`src/rtl/layer_sequencer_if.sv`:
```
// layer_sequencer_if: command, datapath handshake and OFM write signals of layer_sequencer
interface layer_sequencer_if #(
  parameter int CNT_WIDTH = 16,
  parameter int LD_WIDTH  = 8
);
  logic                 start;
  logic [1:0]           mode;
  logic [CNT_WIDTH-1:0] out_count;
  logic [LD_WIDTH-1:0]  load_cycles;
  logic                 load_en;
  logic [LD_WIDTH-1:0]  load_idx;
  logic                 pe_start;
  logic                 pe_done;
  logic                 act_done;
  logic                 pool_start;
  logic                 pool_done;
  logic                 wr_en;
  logic [CNT_WIDTH-1:0] wr_addr;
  logic                 busy;
  logic                 done;
  logic                 err;
  modport master (
    input  start, mode, out_count, load_cycles, pe_done, act_done, pool_done,
    output load_en, load_idx, pe_start, pool_start, wr_en, wr_addr, busy, done, err
  );
  modport slave (
    output start, mode, out_count, load_cycles, pe_done, act_done, pool_done,
    input  load_en, load_idx, pe_start, pool_start, wr_en, wr_addr, busy, done, err
  );
endinterface

```
`src/rtl/layer_sequencer.sv`:
```
// layer_sequencer: layer-level control FSM (load -> PE -> activation -> OFM write per output element).
// MITO_POOL_EN adds POOL mode with the POOL_GO/WAIT_POOL states; without it POOL is rejected.
module layer_sequencer #(
  parameter int         CNT_WIDTH = 16,
  parameter int         LD_WIDTH  = 8,
  parameter int         TIMEOUT   = 1024,
  parameter logic [1:0] CONVOL    = 2'b01,
  parameter logic [1:0] FULLY     = 2'b10,
  parameter logic [1:0] POOL      = 2'b11
) (
  input logic               clk,
  input logic               rst_n,
  layer_sequencer_if.master bus
);
  localparam int WD_W = $clog2(TIMEOUT + 2);
  typedef enum logic [3:0] {
    S_IDLE, S_LOAD, S_PE_GO, S_WAIT_PE, S_WAIT_ACT,
`ifdef MITO_POOL_EN
    S_POOL_GO, S_WAIT_POOL,
`endif
    S_WRITE, S_DONE
  } state_t;
  state_t               r_state, w_next, w_go, w_first;
  logic [CNT_WIDTH-1:0] r_cnt, r_idx;
  logic [LD_WIDTH-1:0]  r_ldc, r_ld, w_ldc;
  logic [WD_W-1:0]      r_wd;
  logic                 w_mode_ok, w_wd_exp, w_err;
`ifdef MITO_POOL_EN
  logic [1:0] r_mode, w_mode;
  assign w_mode    = (r_state == S_IDLE) ? bus.mode : r_mode;
  assign w_mode_ok = bus.mode == CONVOL || bus.mode == FULLY || bus.mode == POOL;
  assign w_go      = (w_mode == POOL) ? S_POOL_GO : S_PE_GO;
  // layer mode is only needed to choose between the PE and pooling paths
  always_ff @(posedge clk or negedge rst_n)
    if (!rst_n) r_mode <= 2'b00;
    else if (r_state == S_IDLE && bus.start && w_mode_ok) r_mode <= bus.mode;
`else
  assign w_mode_ok = bus.mode == CONVOL || bus.mode == FULLY;
  assign w_go      = S_PE_GO;
`endif
  assign w_ldc    = (r_state == S_IDLE) ? bus.load_cycles : r_ldc;
  assign w_first  = (w_ldc == '0) ? w_go : S_LOAD;
  assign w_wd_exp = (TIMEOUT != 0) && (r_wd == WD_W'(TIMEOUT - 1));
  // state register
  always_ff @(posedge clk or negedge rst_n)
    if (!rst_n) r_state <= S_IDLE;
    else r_state <= w_next;
  // next-state and error pulse; awaited pulses win over a same-cycle watchdog expiry
  always_comb begin
    w_next = r_state;
    w_err  = 1'b0;
    case (r_state)
      S_IDLE: if (bus.start) begin
        if (!w_mode_ok) w_err = 1'b1;
        else w_next = (bus.out_count == '0) ? S_DONE : w_first;
      end
      S_LOAD:  if (r_ld == r_ldc - LD_WIDTH'(1)) w_next = w_go;
      S_PE_GO: w_next = S_WAIT_PE;
      S_WAIT_PE: begin
        if (bus.pe_done) w_next = S_WAIT_ACT;
        else if (w_wd_exp) begin
          w_err  = 1'b1;
          w_next = S_IDLE;
        end
      end
      S_WAIT_ACT: begin
        if (bus.act_done) w_next = S_WRITE;
        else if (w_wd_exp) begin
          w_err  = 1'b1;
          w_next = S_IDLE;
        end
      end
`ifdef MITO_POOL_EN
      S_POOL_GO: w_next = S_WAIT_POOL;
      S_WAIT_POOL: begin
        if (bus.pool_done) w_next = S_WRITE;
        else if (w_wd_exp) begin
          w_err  = 1'b1;
          w_next = S_IDLE;
        end
      end
`endif
      S_WRITE: w_next = (r_idx == r_cnt - CNT_WIDTH'(1)) ? S_DONE : w_first;
      S_DONE:  w_next = S_IDLE;
      default: w_next = S_IDLE;
    endcase
  end
  // latch the layer size and window length when a command is accepted
  always_ff @(posedge clk or negedge rst_n)
    if (!rst_n) begin
      r_cnt <= '0;
      r_ldc <= '0;
    end else if (r_state == S_IDLE && bus.start && w_mode_ok) begin
      r_cnt <= bus.out_count;
      r_ldc <= bus.load_cycles;
    end
  // output index, word-in-window and watchdog counters; the latter two restart on every state change
  always_ff @(posedge clk or negedge rst_n)
    if (!rst_n) begin
      r_idx <= '0;
      r_ld  <= '0;
      r_wd  <= '0;
    end else begin
      r_idx <= (r_state == S_IDLE) ? '0 :
               (r_state == S_WRITE && w_next != S_DONE) ? r_idx + CNT_WIDTH'(1) : r_idx;
      r_ld  <= (r_state == S_LOAD && w_next == S_LOAD) ? r_ld + LD_WIDTH'(1) : '0;
      r_wd  <= (w_next == r_state) ? r_wd + WD_W'(1) : '0;
    end
  assign bus.load_en  = r_state == S_LOAD;
  assign bus.load_idx = r_ld;
  assign bus.pe_start = r_state == S_PE_GO;
`ifdef MITO_POOL_EN
  assign bus.pool_start = r_state == S_POOL_GO;
`else
  assign bus.pool_start = 1'b0;
`endif
  assign bus.wr_en   = r_state == S_WRITE;
  assign bus.wr_addr = r_idx;
  assign bus.busy    = r_state != S_IDLE;
  assign bus.done    = r_state == S_DONE;
  assign bus.err     = w_err;
endmodule
```
`src/flat_wrapper.sv`:
```
// flat-port wrapper written by rule: the top's interface ports become plain ports
module layer_sequencer_flat 
#(
  parameter int         CNT_WIDTH = 16,
  parameter int         LD_WIDTH  = 8,
  parameter int         TIMEOUT   = 1024,
  parameter logic [1:0] CONVOL    = 2'b01,
  parameter logic [1:0] FULLY     = 2'b10,
  parameter logic [1:0] POOL      = 2'b11
)
  (clk, rst_n, bus_start, bus_mode, bus_out_count, bus_load_cycles, bus_pe_done, bus_act_done, bus_pool_done, bus_load_en, bus_load_idx, bus_pe_start, bus_pool_start, bus_wr_en, bus_wr_addr, bus_busy, bus_done, bus_err);
  layer_sequencer_if #(.CNT_WIDTH(CNT_WIDTH), .LD_WIDTH(LD_WIDTH)) bus_i ();
  input logic clk;
  input logic rst_n;
  input wire logic [$bits(bus_i.start)-1:0] bus_start;
  input wire logic [$bits(bus_i.mode)-1:0] bus_mode;
  input wire logic [$bits(bus_i.out_count)-1:0] bus_out_count;
  input wire logic [$bits(bus_i.load_cycles)-1:0] bus_load_cycles;
  input wire logic [$bits(bus_i.pe_done)-1:0] bus_pe_done;
  input wire logic [$bits(bus_i.act_done)-1:0] bus_act_done;
  input wire logic [$bits(bus_i.pool_done)-1:0] bus_pool_done;
  output wire logic [$bits(bus_i.load_en)-1:0] bus_load_en;
  output wire logic [$bits(bus_i.load_idx)-1:0] bus_load_idx;
  output wire logic [$bits(bus_i.pe_start)-1:0] bus_pe_start;
  output wire logic [$bits(bus_i.pool_start)-1:0] bus_pool_start;
  output wire logic [$bits(bus_i.wr_en)-1:0] bus_wr_en;
  output wire logic [$bits(bus_i.wr_addr)-1:0] bus_wr_addr;
  output wire logic [$bits(bus_i.busy)-1:0] bus_busy;
  output wire logic [$bits(bus_i.done)-1:0] bus_done;
  output wire logic [$bits(bus_i.err)-1:0] bus_err;
  assign bus_i.start = bus_start;
  assign bus_i.mode = bus_mode;
  assign bus_i.out_count = bus_out_count;
  assign bus_i.load_cycles = bus_load_cycles;
  assign bus_i.pe_done = bus_pe_done;
  assign bus_i.act_done = bus_act_done;
  assign bus_i.pool_done = bus_pool_done;
  assign bus_load_en = bus_i.load_en;
  assign bus_load_idx = bus_i.load_idx;
  assign bus_pe_start = bus_i.pe_start;
  assign bus_pool_start = bus_i.pool_start;
  assign bus_wr_en = bus_i.wr_en;
  assign bus_wr_addr = bus_i.wr_addr;
  assign bus_busy = bus_i.busy;
  assign bus_done = bus_i.done;
  assign bus_err = bus_i.err;
  layer_sequencer #(.CNT_WIDTH(CNT_WIDTH), .LD_WIDTH(LD_WIDTH), .TIMEOUT(TIMEOUT), .CONVOL(CONVOL), .FULLY(FULLY), .POOL(POOL)) u_core (.clk(clk), .rst_n(rst_n), .bus(bus_i));
endmodule
```
`config.mk`:
```
export PLATFORM = sky130hd
export DESIGN_NAME = layer_sequencer_flat
export DESIGN_NICKNAME = d
export VERILOG_FILES = /design/src/rtl/layer_sequencer_if.sv /design/src/rtl/layer_sequencer.sv /design/src/flat_wrapper.sv
export SDC_FILE = /design/constraint.sdc
export NUM_CORES = 1
export LEC_CHECK = 0
export ABC_AREA = 1
export CORE_MARGIN = 1.5
export CORE_UTILIZATION = 60
export CTS_BUF_LIST = sky130_fd_sc_hd__clkbuf_8
export DETAILED_ROUTE_END_ITERATION = 8
export MAX_ROUTING_LAYER = met4
export PLACE_DENSITY = 0.87
export SYNTH_ARGS = -nofsm -noshare
export SYNTH_HDL_FRONTEND = slang
export SYNTH_SLANG_ARGS = --single-unit
```
`constraint.sdc`:
```
create_clock -name clk -period 4.5 [get_ports clk]
set_clock_uncertainty 0.05 [all_clocks]
set_input_delay 0.9 -clock clk [delete_from_list [all_inputs] [get_ports clk]]
set_output_delay 0.9 -clock clk [all_outputs]
set_load 0.1 [all_outputs]
```
# ---- After elaboration in Yosys (flattened, before gate mapping)
# Index checks and enable logic that the tools add are counted.
dict set report totals {
  output_inout_bits 31
  ff_bits 63
}
dict set report op_classes {
  n_eq_ne 14
  add_sub_neg 5
  n_reduce_logical 10
  muxes 21
}
# operator count
set ops {}
lappend ops {{two-way mux 16 bit} 2}
lappend ops {{two-way mux 4 bit} 8}
lappend ops {{case mux 4 bit (6 select lines)} 1}
lappend ops {{adder 16 x 1 -> 16 bit (second input constant)} 1}
lappend ops {{== test 16 bit} 1}
lappend ops {{logical NOT 16 bit} 1}
lappend ops {{two-way mux 8 bit} 2}
lappend ops {{subtractor 16 x 1 -> 16 bit (second input constant)} 1}
lappend ops {{== test 4 x 3 -> 1 bit (second input constant)} 3}
lappend ops {{adder 11 x 1 -> 11 bit (second input constant)} 1}
lappend ops {{== test 11 x 10 -> 1 bit (second input constant)} 1}
lappend ops {{two-way mux 11 bit} 1}
lappend ops {{adder 8 x 1 -> 8 bit (second input constant)} 1}
lappend ops {{== test 4 x 1 -> 1 bit (second input constant)} 2}
lappend ops {{== test 4 x 2 -> 1 bit (second input constant)} 2}
lappend ops {{== test 8 bit} 1}
lappend ops {{logical NOT 8 bit} 1}
lappend ops {{subtractor 8 x 1 -> 8 bit (second input constant)} 1}
lappend ops {{two-way mux 1 bit} 5}
lappend ops {{== test 4 bit} 1}
lappend ops {{logical AND 1 bit} 4}
lappend ops {{logical NOT 4 bit} 1}
lappend ops {{!= test 4 x 3 -> 1 bit (second input constant)} 1}
lappend ops {{nonzero test 4 bit} 1}
lappend ops {{other kinds (6)} 6}

# ---- Depth between registers and ports, before layout
# Gate-level depths: netlist of the first run.
dict set report depth {
  ltp_word 12
  ltp_mapped 19
  depth_no_buf 18
}

# ---- Worst setup path before layout of the first run
# OpenSTA, ideal clock, no wires.
dict set report synth_timing {
  path_type {register -> output}
  startpoint {reg u_core.r_wd[0]}
  endpoint {out bus_err}
  stages_incl_launch_ff 6
  path_slack_ps -930
  path_buffers 0
  arrival_ps 4480
  path_cell_list {dfrtp_1 > ha_1 > nand4_1 > nor3_1 > nand3_1 > o311ai_0}
}
dict set report synth_between {
  elab_chain_cells 4
}
# element line_no
set synth_rtl {}
lappend synth_rtl {{start: declaration} layer_sequencer.sv:26} ;# logic [WD_W-1:0] r_wd;
lappend synth_rtl {{start signal: assignment} layer_sequencer.sv:107} ;# r_wd <= (w_next == r_state) ? r_wd + WD_W'(1) : '0;
lappend synth_rtl {{== test 11 x 10 -> 1 bit (*)} layer_sequencer.sv:43} ;# assign w_wd_exp = (TIMEOUT != 0) && (r_wd == WD_W'(TIMEOUT - 1));
lappend synth_rtl {{two-way mux 1 bit (*)} {layer_sequencer.sv:61, layer_sequencer.sv:68}}
lappend synth_rtl {{two-way mux 1 bit, on equally long branches} {layer_sequencer.sv:67, layer_sequencer.sv:60}}
lappend synth_rtl {{case mux 1 bit (3 select lines) (*)} layer_sequencer.sv:52} ;# case (r_state)
lappend synth_rtl {{end: declaration} flat_wrapper.sv:30} ;# output wire logic [$bits(bus_i.err)-1:0] bus_err;
# Mark *: on every way between the ends. The rest lies on a longest branch, timed or not.

# ---- Final worst setup path of the first run
dict set report layout_timing {
  startpoint {reg u_core.r_state[0]}
  endpoint {out bus_load_en}
}
dict set report layout_between {
  elab_chain_cells 1
}
# element line_no
set layout_rtl {}
lappend layout_rtl {{start: declaration} layer_sequencer.sv:23} ;# state_t r_state, w_next, w_go, w_first;
lappend layout_rtl {{start signal: assignment} layer_sequencer.sv:47} ;# else r_state <= w_next;
lappend layout_rtl {{== test 4 x 1 -> 1 bit} layer_sequencer.sv:109} ;# assign bus.load_en = r_state == S_LOAD;
lappend layout_rtl {{end: declaration} flat_wrapper.sv:22} ;# output wire logic [$bits(bus_i.load_en)-1:0] bus_load_en;
# Every way passes these cells.

==> results of run 1 <==
==> flip-flops by register name, summed over array words and instances, names as in the netlist <==
name and cells:
u_core.r_state 4, u_core.r_ldc 8, u_core.bus.load_idx 8, u_core.r_cnt 16, u_core.bus.wr_addr 16, u_core.r_wd 11
==> per-layer routing <==
metal  track usage  up-vias
li1              -     2118
met1        0.3592     1986
met2        0.5357      123
met3       0.04807       30
met4        0.1501        0
met5             -        -
==> synthesized netlist by cell type (2+ instances only) <==
| master | number |
|---|---|
| sky130_fd_sc_hd__a21oi_1 | 4 |
| sky130_fd_sc_hd__and3_1 | 2 |
| sky130_fd_sc_hd__buf_2 | 6 |
| sky130_fd_sc_hd__clkbuf_1 | 6 |
| sky130_fd_sc_hd__clkbuf_2 | 2 |
| sky130_fd_sc_hd__dfrtp_1 | 63 |
| sky130_fd_sc_hd__ha_1 | 5 |
| sky130_fd_sc_hd__inv_1 | 78 |
| sky130_fd_sc_hd__inv_2 | 5 |
| sky130_fd_sc_hd__nand2_1 | 177 |
| sky130_fd_sc_hd__nand2_2 | 5 |
| sky130_fd_sc_hd__nand2_4 | 2 |
| sky130_fd_sc_hd__nand3_1 | 60 |
| sky130_fd_sc_hd__nand3b_1 | 2 |
| sky130_fd_sc_hd__nand4_1 | 27 |
| sky130_fd_sc_hd__nor2_1 | 66 |
| sky130_fd_sc_hd__nor2_2 | 4 |
| sky130_fd_sc_hd__nor2_4 | 2 |
| sky130_fd_sc_hd__nor3_1 | 25 |
| sky130_fd_sc_hd__nor3_2 | 3 |
| sky130_fd_sc_hd__nor3b_1 | 3 |
| sky130_fd_sc_hd__nor4_1 | 6 |
| sky130_fd_sc_hd__o21ai_0 | 22 |
| sky130_fd_sc_hd__or2_2 | 2 |
| sky130_fd_sc_hd__xnor2_1 | 12 |
| sky130_fd_sc_hd__xor2_1 | 28 |
==> metrics by stage <==
step,hold slack (ns),instances,area (µm²),worst slack (ns)
detailed placement,0.4112,770,4986,0.9887
global placement,0.4052,770,4986,1.041
floorplan,0.3935,628,4330,0.2511
global route,0.4606,785,5216,0.8391
finish,0.4244,785,5216,0.9409
CTS,0.4197,785,5216,0.9661
==> layout make-up <==
class / instances / area, µm²
clock buffer: 12 / 165.2
sequential: 63 / 1577
timing repair buffer: 63 / 615.6
clock inverter: 3 / 65.06
multi-input combinational: 465 / 2362
tap: 96 / 120.1
inverter: 83 / 311.5
fill: 542 / 1653
==> worst paths after layout <==
path,from,endpoint,depth (start not counted)
setup / recovery,u_core.r_state[0],bus_load_en,3
hold / removal,u_core.r_wd[0],u_core.r_wd[0],1
setup reg to reg,u_core.r_state[2],u_core.bus.wr_addr[0],15
hold reg to reg,u_core.r_wd[0],u_core.r_wd[0],1
max in group asynchronous,rst_n,u_core.bus.wr_addr[9],2
min in group asynchronous,rst_n,u_core.bus.load_idx[0],1
==> worst max-delay path, stage by stage (launching register included) <==
cell	delay, ns
sky130_fd_sc_hd__dfrtp_1	0.47
sky130_fd_sc_hd__inv_1	0.13
sky130_fd_sc_hd__nor3_1	0.42
sky130_fd_sc_hd__clkdlybuf4s50_1	1.23
==> kinds of logic (layout without fill, tap and decap cells) <==
family	count (synthesis)	after routing	share of synthesized area
simple gates	389	389	0.4127
buf+inv	100	161	0.09167
flops	63	63	0.3644
xor+xnor	40	40	0.08097
compound gates	29	29	0.03499
fa+ha+maj	5	5	0.01446
other cells	1	2	0.0008667
==> power groups by stage <==
stage	Sequential (mW)	Combinational, mW	Clock [mW]
final	0.721	0.587	0.577
after global routing	0.728	0.669	0.601
after CTS	0.718	0.585	0.581
after detailed placement	0.727	0.578	0
after global placement	0.726	0.557	0
after floorplan	0.710	0.445	0
==> run summary, run 1 <==
The run finished with clean final reports. The top cell types in the final layout, fill and taps aside, are sky130_fd_sc_hd__nand2_1 (177), sky130_fd_sc_hd__inv_1 (78), sky130_fd_sc_hd__nor2_1 (66). For this run, the share of the core covered by cells in the final layout is 0.7594.

The number of violations of the max-capacitance limit is 0. The post-synthesis sequential area ratio is 0.3644. The total number of nets in the final design came out at 722. The data required time of the worst path came out at 3.55 ns. The maximum frequency from static timing analysis is 281.0 MHz.

Dividing the synthesized area by the synthesized cell count gives 6.901 µm². The number of antenna violations at the first check in global routing is 0. The critical path in this run is classified as reg -> out. In this run, post-CTS hold repair placed 0 buffers. The switching fraction of total power came out at 0.3662. The count of port buffers added during placement came out at 60. Detailed routing placed a total of ~540 µm of wire on met3. The routed length on met1 came out at between 4 and 5 mm. The wire length of the first global-routing pass is 18.20 mm. TritonCTS built the clock tree.

The violation count after the first detailed-routing iteration came out at 234. The fraction of power consumed by the clock network came out at 0.306. The portion of the clock cycle consumed by the worst path in the final layout came out at 0.7909. The cell at the root of the clock tree is sky130_fd_sc_hd__clkbuf_8. The routed via count came out at 4,257. Detailed placement finished with a half-perimeter wire length of 7.821 mm. The clock passes through at most 2 buffers. For this run, the total global-route usage over all layers was measured as 0.3138. In this run the worst hold path is classified as reg -> reg. The floorplan die area came out at 7730 µm². The power share of the combinational group is 0.311.

After synthesis, the netlist uses 36 different library cells. During synthesis, Yosys emitted a total of 0 warnings. The worst voltage drop across the vdd grid came out at 208.0 µV. The initial utilization of the core area, before any placement, comes to 0.6299. The pin count of the biggest net entering global routing came out at 42. The biggest fanout along the worst timing path is 7. The accumulated negative setup slack came out at 0 ns.

The final setup violation count came out at 0. The first-pass iteration count of the detailed router is 5. Counting every instance in the synthesized netlist gives about 630.

After clock tree synthesis, the setup repair step added 0 buffers. The worst pin sits at a relative slew slack of 0.3461. Once detail routing completed, the nets flagged for antenna violations numbered 0. The sequential group share of total power came out at 0.383. The uppermost metal layer occupied by signal nets is met4. The sum of overflow across all layers after global routing is 0.

The final critical path time including I/O delays and setup is 3.559 ns. For this run, asynchronously set or reset flops after synthesis account for 1.000. The detailed route wirelength on metal2 is 5.263 mm.

The number of antenna diodes came out at 0. The number of placed I/O pins came out at 63. The via count of the first global-routing pass came out at 4,170. Setup repair after global routing left no endpoint under its margin.

The total count of max-transition violations in the final report came out at 0. The type of element capturing the critical path is an output port. The total count of hold-check failures in the final report is 0. At the pin with the least slew margin, the transition time is 0.9779 ns.

The total detailed-routing wirelength is 10.62 mm. The placer's final routability congestion estimate came out at 0.9290. Dividing total power by cell area gives a power density of 361.1 nW/µm².

The H-tree was split into 3 levels. STA puts the critical path data arrival time at between 2 and 3 ns. Synthesis inferred 63 register bits. STA classifies the critical path startpoint as a flop.

Sorting the synthesized cells by area gives the leading types as sky130_fd_sc_hd__dfrtp_1 (36%), sky130_fd_sc_hd__nand2_1 (15%), sky130_fd_sc_hd__nand3_1 (6.9%). The total power draw is 1.884 mW. The number of cells upsized or downsized after cts came out at 0. The clock latency on the worst-skew pair is 0.36 ns. Of the post-synthesis cell area, the dominant cell type holds 0.3644. In this run, synthesis inferred 0 flip-flops with an integrated enable. The clock sink count came out at 63.

The cell internal power dissipation is 1.194 mW. The average wire per cell in the routed design is 13.53 µm. The leading cell type in the layout, fill and taps excluded is sky130_fd_sc_hd__nand2_1.

The worst reg-to-reg setup slack came out at around 1.5 ns. The core region is about 6900 µm². The remaining routing DRC violations came out at 0. The average vias per placed instance came out at 5.423. The die height is 87.92 µm. The area of the mapped netlist is 4327 µm². The die extent in x came out at 87.92 µm. The row count came out at 30. In this run the static leakage power is 2.591 nW. After clock tree synthesis, the clock-pin slew on the worst setup and hold paths is 0.06 ns. The largest total area in the synthesized netlist belongs to sky130_fd_sc_hd__dfrtp_1. For this run, the leading register cell type out of synthesis is sky130_fd_sc_hd__dfrtp_1.

From synthesis to final layout, the design area changed by 20.56%. Buffers inserted during clock tree synthesis total 9. For this design the total switching power over the nets is ~0.7 mW. The share of final-layout standard cells stronger than drive strength 1 came out at 0.06821.
Note: power is estimated with default switching activity, not from simulation.
==> run 2, diff against run 1 <==
--- a/config.mk
+++ b/config.mk
@@ -7,11 +7,11 @@
 export LEC_CHECK = 0
 export ABC_AREA = 1
 export CORE_MARGIN = 1.5
-export CORE_UTILIZATION = 60
+export CORE_UTILIZATION = 51
 export CTS_BUF_LIST = sky130_fd_sc_hd__clkbuf_8
 export DETAILED_ROUTE_END_ITERATION = 8
 export MAX_ROUTING_LAYER = met4
-export PLACE_DENSITY = 0.87
+export PLACE_DENSITY = 0.79
 export SYNTH_ARGS = -nofsm -noshare
 export SYNTH_HDL_FRONTEND = slang
 export SYNTH_SLANG_ARGS = --single-unit
==> constraint.sdc (replaced) <==
create_clock -name clk -period 3.25 [get_ports clk]
set_clock_uncertainty 0.05 [all_clocks]
set_input_delay 0.65 -clock clk [delete_from_list [all_inputs] [get_ports clk]]
set_output_delay 0.65 -clock clk [all_outputs]
set_load 0.1 [all_outputs]
==> run 2 against run 1 <==
Against the previous run:
- core utilization shrank 13 points
- power is 30% higher
- clock-buffer cell count is 1 lower
- critical path type is now reg -> reg
- largest cell class unchanged
- combinational power up 39%
==> run summary, run 2 (synthesis gave the netlist of run 1 again) <==
The slowest stage of the critical path belongs to the cell sky130_fd_sc_hd__dfrtp_1. The worst setup path is captured at a flop. The die extent in x was 95.11 µm (+8.2%). The switching fraction of total power is 0.3950 (+0.02881). The maximum frequency from static timing analysis came out at 351.9 MHz. Compared with the post-synthesis result, the final layout area differs by 19.40%. The sum of net half-perimeters after detailed placement came out at 8.036 mm (+2.7%).

The clock latency on the worst-skew pair is 0.35 ns (about the same). The floorplan die area came out at 9045 µm² (+17%). The pin count of the biggest net entering global routing was 45 (+7.1%). The cts-stage hold buffer count is 0 (unchanged). The CTS clock-pin slew for the worst setup and hold paths is 0.08 ns (+0.02 ns).

In this run the critical register-to-register path is captured at u_core.bus.wr_addr[4]. The biggest fanout along the worst timing path came to 17 (+10). The placeable core region came out at 8217 µm² (+20%). Setup repair after global routing left no endpoint under its margin. Counting stages on the worst path, the most repeated cell is sky130_fd_sc_hd__nand2_1. The violation count after the first detailed-routing iteration is 237 (+1.3%). The worst voltage drop across the vdd grid came to 252.8 µV (+22%). The final setup violation count came out at 0 (unchanged). The worst reg-to-reg setup slack is 0.41 ns (-1.06 ns). The number of fill cells came to 733 (+35%). The TritonCTS clock tree is yes. The number of antenna violations at the first check in global routing is 0 (unchanged). The number of cells upsized or downsized after cts is 0 (unchanged).

The sequential group share of total power came out at 0.406 (+0.023). The static leakage came out at 2.639 nW (+1.8%). The accumulated negative setup slack is 0 ns (unchanged).

The total length of routed met3 wires is 360 µm (-33%). The initial standard-cell utilization of the core was 0.5266 (-0.1033). The wire length of the first global-routing pass is 18.10 mm (-0.53%). Walking the worst path, the cells encountered are inv_2, ha_1, nand2_1, nor2_1, nand3_1, nand2_1, nand2_1, nor2_1, nand2_1, nor2_2, nand3_2, nand2_1, nand2_2, nand2_4, nand3_4, nand2_4, nand3_1, nand2_1.

The routed via count is 4,199 (-1.4%). The cell internal power dissipation is 1.483 mW (+24%). The number of violations of the max-capacitance limit came to 0 (unchanged). The critical path in this run is classified as reg -> reg. The worst setup path is launched from a flop.

The die height is 95.11 µm (+8.2%). The worst register-to-register path begins at u_core.r_cnt[0]. The transition at the pin with the smallest max-transition slack is 0.9727 ns (-0.005151 ns). The number of cells on the worst reg-to-reg path is 18 (+3). The first-pass iteration count of the detailed router is 7 (+2). The via count of the first global-routing pass was 4,004 (-4.0%). The average wire per cell in the routed design came out at 13.41 µm (-0.89%). In the layout the commonest cells are sky130_fd_sc_hd__nand2_1 (177), sky130_fd_sc_hd__inv_1 (78), sky130_fd_sc_hd__nor2_1 (66). The total count of max-transition violations in the final report came out at 0 (unchanged). The number of setup buffers added after CTS is 0 (unchanged).

The count of port buffers added during placement is 60 (unchanged). The library cell used most frequently in the layout, excluding fill and tap cells, is sky130_fd_sc_hd__nand2_1. The total power draw came out at 2.452 mW (+30%). The average vias per placed instance is 5.262 (-3.0%). The final critical path time including I/O delays and setup is 2.842 ns. The clock sink count came out at 63 (unchanged). The worst path buffer plus inverter count came out at 1 (-1). The run finished with clean final reports. The placer's final routability congestion estimate is 0.8959 (-3.6%).

The worst-case clock buffer depth came out at 2 (unchanged). The power share of the combinational group was 0.332 (+0.021). The worst hold path class is in -> async. The relative slew slack was 0.3515 (+0.005476). The total detailed-routing wirelength came out at 10.70 mm (+0.75%).

The fraction of power consumed by the clock network came out at 0.262 (-0.044). The data required time of the worst path is 3.48 ns (-0.07 ns). The H-tree depth is 3 (unchanged). The total count of hold-check failures in the final report came out at 0 (unchanged). The total routing resource utilization after global routing is 0.2647 (-0.04908). The post-detailed-route count of antenna-violating nets came out at 0 (unchanged). The CTS buffer count is 9 (unchanged). The arrival time at the worst endpoint was 3.07 ns (+0.46 ns). The kind of cell adding the most delay to the critical path is simple AND/OR/NAND/NOR gates. The power density over the cells is 474.5 nW/µm² (+31%). The number of placed I/O pins is 63 (unchanged). The share of final-layout standard cells stronger than drive strength 1 is 0.1212 (+0.05300). The row count came out at 33 (+10%). The remaining routing DRC violations came out at 0 (unchanged).

The portion of the clock cycle consumed by the worst path in the final layout is 0.8743. The routed length on met1 was 4.696 mm (+3.5%). The net switching power is 0.9683 mW (+40%). The total number of nets in the final design came to 725 (+0.42%). The number of antenna diodes is 0 (unchanged). The critical path's largest stage delay is 0.40 ns (-0.83 ns). After detailed routing, no signal wire sits above met4. The sum of overflow across all layers after global routing is 0 (unchanged). The detailed route wirelength on metal2 came to 5.491 mm (+4.3%). The cell at the root of the clock tree is sky130_fd_sc_hd__clkbuf_8.
[run 2: cell count changes in the layout (fill, tap and decap cells not counted), sizes merged]
cell,change
clkinvlp,+3
bufinv,-2
clkdlybuf4s50,-29
clkbuf,-1
buf,+32
clkinv,+1
[run 2: worst max-delay path by stage]
stage,startpoint,endpoint,cells after the start
5_1_grt,u_core.r_cnt[0],u_core.bus.wr_addr[4],18
3_3_place_gp,bus_out_count[15],u_core.r_wd[8],13
6_report,u_core.r_cnt[0],u_core.bus.wr_addr[4],18
2_1_floorplan,u_core.r_wd[0],bus_err,5
4_1_cts,u_core.r_wd[0],bus_err,8
3_5_place_dp,bus_out_count[15],u_core.r_wd[2],13
[run 2: final cells by class]
class,instances,area [µm²],share of cell area
sequential,63,1577,0.3052
clock inverter,5,32.53,0.006297
multi-input combinational,465,2385,0.4616
timing repair buffer,66,578.1,0.1119
inverter,83,311.5,0.06031
tap,105,131.4,0.02543
clock buffer,11,151.4,0.02930
[run 2: per-layer routing]
| metal | GRT usage | up-vias |
|---|---|---|
| met5 | - | - |
| met3 | 0.04067 | 15 |
| met2 | 0.4604 | 89 |
| li1 | - | 2120 |
| met1 | 0.3123 | 1975 |
| met4 | 0.08458 | 0 |
[run 2: power groups by stage]
stage	clock (mW)	sequential, mW	combinational (mW)
after global routing	0.683	1.01	0.935
after detailed placement	0	1.01	0.806
final	0.642	0.996	0.813
after CTS	0.650	0.996	0.814
after floorplan	0	0.984	0.617
after global placement	0	1.01	0.784
[run 2: metrics by stage]
stage	setup slack, ns	cell area [µm²]	hold WS [ns]	utilization	instances
floorplan	0.1767	4353	0.3044	-	628
global placement	0.4279	4982	0.4094	0.6064	782
detailed placement	0.3548	4982	0.4110	0.6064	782
CTS	0.4063	5166	0.4209	0.6288	798
global route	0.1341	5166	0.4525	0.6288	798
finish	0.4084	5166	0.4008	0.6288	798
